## config.mk

```make
export PLATFORM = sky130hd
export DESIGN_NAME = frame_scheduler
export DESIGN_NICKNAME = d
export VERILOG_FILES = /design/src/rtl/frame_pkg.sv /design/src/rtl/frame_tick_counter.sv /design/src/rtl/frame_scheduler.sv
export SDC_FILE = /design/constraint.sdc
export NUM_CORES = 1
export LEC_CHECK = 0
export CAP_MARGIN = 20
export CORE_MARGIN = 2
export CORE_UTILIZATION = 57
export DETAILED_ROUTE_END_ITERATION = 10
export PLACE_DENSITY = 0.9
export SLEW_MARGIN = 10
export SYNTH_ARGS = -nofsm -noshare
export SYNTH_HDL_FRONTEND = slang
export SYNTH_SLANG_ARGS = --single-unit
```

## constraint.sdc

```tcl
create_clock -name clk -period 3.4 [get_ports clk]
set_clock_uncertainty 0.15 [all_clocks]
set_input_delay 0.51 -clock clk [delete_from_list [all_inputs] [get_ports clk]]
set_output_delay 0.51 -clock clk [all_outputs]
set_load 0.1 [all_outputs]
```

## src/rtl/frame_pkg.sv

```systemverilog
// Shared types and default timing constants for the frame scheduler.
// Defaults assume a 50 MHz clock: base 15 fps, floor 60 fps.
package frame_pkg;

   localparam int unsigned DefCntW        = 23;
   localparam int unsigned DefPeriodBase  = 3333333;
   localparam int unsigned DefPeriodStep  = 416666;
   localparam int unsigned DefPeriodMin   = 833332;

   typedef enum logic [1:0] {
      StIdle,
      StErase,
      StUpdate,
      StDraw
   } frame_state_e;

endpackage

```

## src/rtl/frame_tick_counter.sv

```systemverilog
// Frame-rate down-counter: reloads from the live period on reaching zero and emits a
// one-cycle tick; a load forces a new count and suppresses that cycle's tick.
module frame_tick_counter
   import frame_pkg::*;
#(
   parameter int unsigned         CNT_W     = DefCntW,
   parameter logic [CNT_W-1:0]    RESET_VAL = '0
) (
   input  logic             clk,
   input  logic             reset,
   input  logic             enable,
   input  logic             load,
   input  logic [CNT_W-1:0] load_val,
   input  logic [CNT_W-1:0] period,
   output logic             tick
);

   localparam logic [CNT_W-1:0] One = CNT_W'(1);

   logic [CNT_W-1:0] cnt_d, cnt_q;

   always_comb begin
      cnt_d = cnt_q;
      tick  = 1'b0;
      if (load) begin
         cnt_d = load_val;
      end else if (enable) begin
         if (cnt_q == '0) begin
            cnt_d = period;
            tick  = 1'b1;
         end else begin
            cnt_d = cnt_q - One;
         end
      end
   end

   always_ff @(posedge clk) begin
      if (reset) begin
         cnt_q <= RESET_VAL;
      end else begin
         cnt_q <= cnt_d;
      end
   end

endmodule

```

## src/rtl/frame_scheduler.sv

```systemverilog
// Per-frame sequencer: tick -> erase -> update -> draw via req/done handshakes.
// Define FRAME_OVERRUN_COUNT_EN to add a saturating overrun_count output.
module frame_scheduler
   import frame_pkg::*;
#(
   parameter int unsigned CNT_W       = DefCntW,
   parameter int unsigned PERIOD_BASE = DefPeriodBase,
   parameter int unsigned PERIOD_STEP = DefPeriodStep,
   parameter int unsigned PERIOD_MIN  = DefPeriodMin
) (
   input  logic             clk,
   input  logic             reset,
   input  logic             enable,
   input  logic             new_game,
   input  logic             level_up,
   output logic             erase_req,
   input  logic             erase_done,
   output logic             update_req,
   input  logic             update_done,
   output logic             draw_req,
   input  logic             draw_done,
   output logic [CNT_W-1:0] frame_period,
   output logic             busy,
   output logic             overrun
`ifdef FRAME_OVERRUN_COUNT_EN
   ,
   output logic [7:0]       overrun_count
`endif
);

   localparam logic [CNT_W-1:0] BaseVal = CNT_W'(PERIOD_BASE);
   localparam logic [CNT_W-1:0] StepVal = CNT_W'(PERIOD_STEP);
   localparam logic [CNT_W-1:0] MinVal  = CNT_W'(PERIOD_MIN);

   frame_state_e     state_d, state_q;
   logic [CNT_W-1:0] frame_period_d, frame_period_q;
   logic             erase_req_d, erase_req_q;
   logic             update_req_d, update_req_q;
   logic             draw_req_d, draw_req_q;
   logic             busy_d, busy_q;
   logic             overrun_d, overrun_q;
   logic [CNT_W:0]   period_diff;
   logic             tick;

   frame_tick_counter #(
      .CNT_W     (CNT_W),
      .RESET_VAL (BaseVal)
   ) u_tick_counter (
      .clk      (clk),
      .reset    (reset),
      .enable   (enable),
      .load     (new_game),
      .load_val (BaseVal),
      .period   (frame_period_q),
      .tick     (tick)
   );

   // Extra MSB catches a borrow so the period never wraps below the floor.
   always_comb begin
      period_diff    = {1'b0, frame_period_q} - {1'b0, StepVal};
      frame_period_d = frame_period_q;
      if (new_game) begin
         frame_period_d = BaseVal;
      end else if (level_up) begin
         if (period_diff[CNT_W] || (period_diff[CNT_W-1:0] < MinVal)) begin
            frame_period_d = MinVal;
         end else begin
            frame_period_d = period_diff[CNT_W-1:0];
         end
      end
   end

   always_comb begin
      state_d = state_q;
      unique case (state_q)
         StIdle:   if (tick)                        state_d = StErase;
         StErase:  if (erase_done && erase_req_q)   state_d = StUpdate;
         StUpdate: if (update_done && update_req_q) state_d = StDraw;
         StDraw:   if (draw_done && draw_req_q)     state_d = StIdle;
         default:                                   state_d = StIdle;
      endcase
      if (new_game) begin
         state_d = StIdle;
      end
      // A tick while busy is reported and dropped; new_game already masks the tick.
      overrun_d    = tick && (state_q != StIdle);
      erase_req_d  = (state_d == StErase);
      update_req_d = (state_d == StUpdate);
      draw_req_d   = (state_d == StDraw);
      busy_d       = (state_d != StIdle);
   end

   always_ff @(posedge clk) begin
      if (reset) begin
         state_q        <= StIdle;
         frame_period_q <= BaseVal;
         erase_req_q    <= 1'b0;
         update_req_q   <= 1'b0;
         draw_req_q     <= 1'b0;
         busy_q         <= 1'b0;
         overrun_q      <= 1'b0;
      end else begin
         state_q        <= state_d;
         frame_period_q <= frame_period_d;
         erase_req_q    <= erase_req_d;
         update_req_q   <= update_req_d;
         draw_req_q     <= draw_req_d;
         busy_q         <= busy_d;
         overrun_q      <= overrun_d;
      end
   end

   assign erase_req    = erase_req_q;
   assign update_req   = update_req_q;
   assign draw_req     = draw_req_q;
   assign frame_period = frame_period_q;
   assign busy         = busy_q;
   assign overrun      = overrun_q;

`ifdef FRAME_OVERRUN_COUNT_EN
   logic [7:0] ovr_cnt_d, ovr_cnt_q;

   always_comb begin
      ovr_cnt_d = ovr_cnt_q;
      if (new_game) begin
         ovr_cnt_d = 8'd0;
      end else if (overrun_d && (ovr_cnt_q != 8'hFF)) begin
         ovr_cnt_d = ovr_cnt_q + 8'd1;
      end
   end

   always_ff @(posedge clk) begin
      if (reset) begin
         ovr_cnt_q <= 8'd0;
      end else begin
         ovr_cnt_q <= ovr_cnt_d;
      end
   end

   assign overrun_count = ovr_cnt_q;
`endif

endmodule

```

Yosys cells after proc, flatten, opt, wreduce, memory -nomap -nowiden

Cells that the tools add are included.

Flip-flop bits (word level): 53
Bits in latches: 0
RAM bits: 0
ROM bits: 0
Input port bits: 8
Output and inout bits: 28
Logic and storage cells: 38
Memories: 0

Add/subtract/negate cells: 2
$mul: 0
Div/mod/pow operators: 0
$lt $le $gt $ge: 1
Equal/unequal tests: 6
Shifts and indexed selects: 0
Mux-type cells: 11
Bitwise gates (word level): 0
Reductions and logical operators: 10

Operators with widths:

| kind                                                         | count |
|---|---|
| 2-to-1 mux 23 bit                                            | 2 |
| subtractor 23 x 19 -> 24 bit, second input constant          | 1 |
| zero test 23 bit                                             | 1 |
| less-than comparator 23 x 20 -> 1 bit, second input constant | 1 |
| subtractor 23 x 1 -> 23 bit, second input constant           | 1 |
| 2-to-1 mux 2 bit                                             | 5 |
| == test 2 bit, second input constant                         | 4 |
| case mux 2 bit (4 select lines)                              | 1 |
| == test 2 x 1 -> 1 bit, second input constant                | 2 |
| logical AND 1 bit                                            | 4 |
| nonzero test 2 bit                                           | 2 |
| 2-to-1 mux 1 bit                                             | 3 |
| zero test 2 bit                                              | 1 |
| OR reduction 2 bit                                           | 1 |
| logical OR 1 bit                                             | 1 |

Depth between registers and ports, before layout

Depth in word-level cells: 8
Mapped depth: 11
Depth with buffers taken out: 10

By module

A second synthesis with hierarchy kept.

Cell total of the unflattened synthesis: 493
Area, all modules: 3789.9 um2

By module, submodules not included:

| module             | times used | cells an instance | area an instance (um2) | seq. area each (um2) |
|---|---|---|---|---|
| frame_scheduler    | 1          | 260               | 2065.7                 | 600.6 |
| frame_tick_counter | 1          | 233               | 1724.2                 | 460.4 |

Worst setup path before layout

Ideal clock, no wire load.

Path type: flip-flop to flip-flop
Start point: register frame_period_q[1], in the netlist frame_period[1]
End point: register frame_period_q[3], in the netlist frame_period[3]
Setup time: 103 ps
Data arrival time: 3372 ps
Required time: 3147 ps
Setup slack: -226 ps
Stages on the path, launching flop included: 12
Buffers on the path: 1
Clock period less this slack: 3626 ps
Cells stage by stage: dfxtp_1 -> inv_1 -> ha_1 -> nand3b_1 -> buf_2 -> or3_1 -> a21oi_1 -> nor2_1 -> o311ai_1 -> a22oi_4 -> and3_2 -> a2111oi_2

Word-level cells in the longest chain between the ends: 4

Ends and longest elaborated chain:

| what                                  | RTL line               | source |
|---|---|---|
| start, declared                       | frame_scheduler.sv:36  | `logic [CNT_W-1:0] frame_period_d, frame_period_q;` |
| start signal, assigned                | frame_scheduler.sv:96  | `frame_period_q <= BaseVal;` |
| start signal, assigned                | frame_scheduler.sv:104 | `frame_period_q <= frame_period_d;` |
| subtractor 23 x 19 -> 24 bit (*)      | frame_scheduler.sv:60  | `period_diff = {1'b0, frame_period_q} - {1'b0, StepVal};` |
| less-than comparator 23 x 20 -> 1 bit | frame_scheduler.sv:65  | `if (period_diff[CNT_W] \|\| (period_diff[CNT_W-1:0] < MinVal)) begin` |
| logical OR 1 bit                      | frame_scheduler.sv:65  |  |
| 2-to-1 mux 23 bit (*)                 | frame_scheduler.sv:65  |  |

Mark *: on every way between the ends. The rest lies on a longest branch, timed or not.
A chain may end at the register's enable or synchronous reset.

Worst setup path in the final report

Start point: register frame_period_q[1], in the netlist frame_period[1]
End point: register frame_period_q[6], in the netlist frame_period[6]

The elaborated chain is that of the path after synthesis.

==> results.ini <==
[status]
status=completed

[detailed_routing]
via_per_inst=6.42
detail_route.wl_per_cell_um=17.2
drt_pass1_iterations=5
drc=0
num_vias=3448
ant_nets=0
wl_um=9250
drt_iter0_markers=309

[cells_and_area]
ff_latch_area_um2=1070
finalNetCount=471
syn_to_final_growth_pct=14.3
final_util_pct=66.4
fin_cells=537
num_antenna_cells=0
fill_cells=509
multi_input_area_um2=2160
postLayoutCellArea_um2=3860
drive_gt1_share_pct=16.0

[grt]
grt_max_degree=24
grt_overflow=0
antenna_found_initial=0
grt_pass1_vias=3082
grt_pass1_wl_um=14700
grt_use_total_pct=28.8

[synth]
synth_cells=432
synth_common_cells=dfxtp_1 (53), nand2_1 (43), o21ai_0 (34), nor2_1 (32), a21oi_1 (29)
synth-seq-cells=53
syn_nets=442
synth.most_common_cell=dfxtp_1
synth_area_per_cell_um2=7.82
yosysTopAreaCell=dfxtp_1
synth_cell_type_count=76
synth.top_cells.by_area=dfxtp_1 (31%), o21ai_0 (5.0%), nand2_1 (4.8%), a21oi_1 (4.3%), nor3_1 (3.9%)
synth_top_cell_area_share_pct=31.4
synth_ff_type=dfxtp_1
syn_area_um2=3380
synth_seq_area_share_pct=31.4
ys_warn_count=0
synth_edf_count=0
postSynth.asyncResetShare_pct=0

[clocking]
post_cts_buffers=0
cts_hold_buf=0
clk_latency_ns=0.31
clock_sinks=53
h-tree-depth=2
cts_tree=built
cts_buffers=5
clkTransAtPathRegs_ns=0.10
cts-root-buf=clkbuf_8
clockBufferDepth=2
cts_resized=0

[floorplanning]
die-area_um2=6560
die_x_um=81.0
die_y_um=81.0
start_util_pct=58.1
io_pins=36
rows=28
core-area_um2=5820

[pwr]
power.density_nw_per_um2=353
vdd_drop_max_mv=0.187
p_leak_nw=1.44

[place]
place_congestion=0.931
io_buffers=35
placedCellCount=529
placed_cell_area_um2=3770
dp_hpwl_um=6640

[flow_run]
maxCapViolations=0

[timing]
relSlewSlack_pct=34.6
setup-violations-final=0
rsz0062_at_grt=false
timing.fmax_mhz=309
fin_crit_sh_pct=95.3
tightest_slew_ns=0.978
setup_tns_ns=0
hold_viol_final=0
worst_hold_slack_ns=0.345
period_minus_slack_ns=3.24
drv_slew=0

[worst_setup_path]
crit_arrival_ns=3.30
critPathMaxFanout=9
startpoint_type=register
cp-end-kind=register
worst-setup-path-type=reg -> reg
worstPathRequired_ns=3.46

[min_path]
hold_class=reg -> reg

area by class of cell:
class / count / area share, %
clock buffers: 6 / 1.88
clock inverters: 2 / 0.356
inverters: 9 / 0.875
multi-input cells: 340 / 55.9
flip-flops and latches: 53 / 27.6
well taps: 75 / 2.43
repair buffers: 52 / 10.9
layout by cell type, fill, tap and decap left out, drive strengths merged, types with 3 or more instances in the layout:
cell type / count
a211o: 3
o22ai: 3
o31ai: 7
nor2: 32
clkdlybuf4s50: 12
nand2: 44
a21o: 3
nand2b: 4
xnor2: 7
dfxtp: 53
nand4: 3
o21ai: 34
or2: 4
mux2i: 3
a31oi: 7
o21a: 7
nor3: 26
o211ai: 5
nand4b: 5
a22oi: 3
a21oi: 29
buf: 40
xor2: 9
and2: 6
nor3b: 3
nand3: 16
nor4: 6
o311ai: 5
inv: 10
or3: 12
a211oi: 5
and3: 4
nor2b: 7
clkbuf: 6
cells by family after synthesis:
| logic type | Yosys count | synth area share [%] |
|---|---|---|
| buffers and inverters | 39 | 4.81 |
| DFF | 53 | 31.4 |
| muxes | 4 | 1.22 |
| and+or+nand+nor | 183 | 28.6 |
| AOI/OAI and AO/OA | 135 | 29.0 |
| xor gates and xnor gates | 16 | 4.15 |
| adders and majority gates | 2 | 0.741 |
sequential cells by signal, summed over array words and instances, names as in the netlist:
name,count
state_q,2
draw_req,1
u_tick_counter.cnt_q,23
erase_req,1
frame_period,23
update_req,1
busy,1
overrun,1
worst max-delay path, stage by stage, from the launching register on:
cell and delay [ns]:
dfxtp_2 0.40, inv_1 0.07, ha_1 0.25, nand3b_1 0.27
a21oi_1 0.46, a21boi_1 0.25, xnor2_1 0.19, a211o_1 0.31
a22oi_4 0.32, nand2_4 0.15, a221o_1 0.32
path summary, 6_finish.rpt:
check                                               from                       end  slack (ns)  cells after the start
worst min-delay path            u_tick_counter.cnt_q[14]  u_tick_counter.cnt_q[14]        0.34                      2
worst max-delay path                     frame_period[1]           frame_period[6]        0.16                     10
worst max register to register           frame_period[1]           frame_period[6]        0.16                     10
worst min register to register  u_tick_counter.cnt_q[14]  u_tick_counter.cnt_q[14]        0.34                      2
per-stage QoR:
step | setup slack (ns) | power (mW)
6_report | 0.159 | 1.36
5_1_grt | 0.0172 | 1.40
4_1_cts | 0.232 | 1.36
2_1_floorplan | 0.00171 | 0.923
3_5_place_dp | 0.265 | 0.997
3_3_place_gp | 0.415 | 0.991
per-layer routing:
layer	track usage [%]	vias to the layer above	part of all wire, %
li1	-	1662	-
met1	39.9	1619	44
met2	46.1	152	48
met3	3.33	15	6.7
met4	10.3	0	1.7
met5	0	-	0
power breakdown:
group	internal [mW]	switching [mW]	leakage [nW]
Clock	0.148	0.227	0.0456
Sequential	0.635	0.0348	0.429
Combinational	0.104	0.214	0.965
Total	0.886	0.476	1.44
Power figures use the tool's default switching activity.
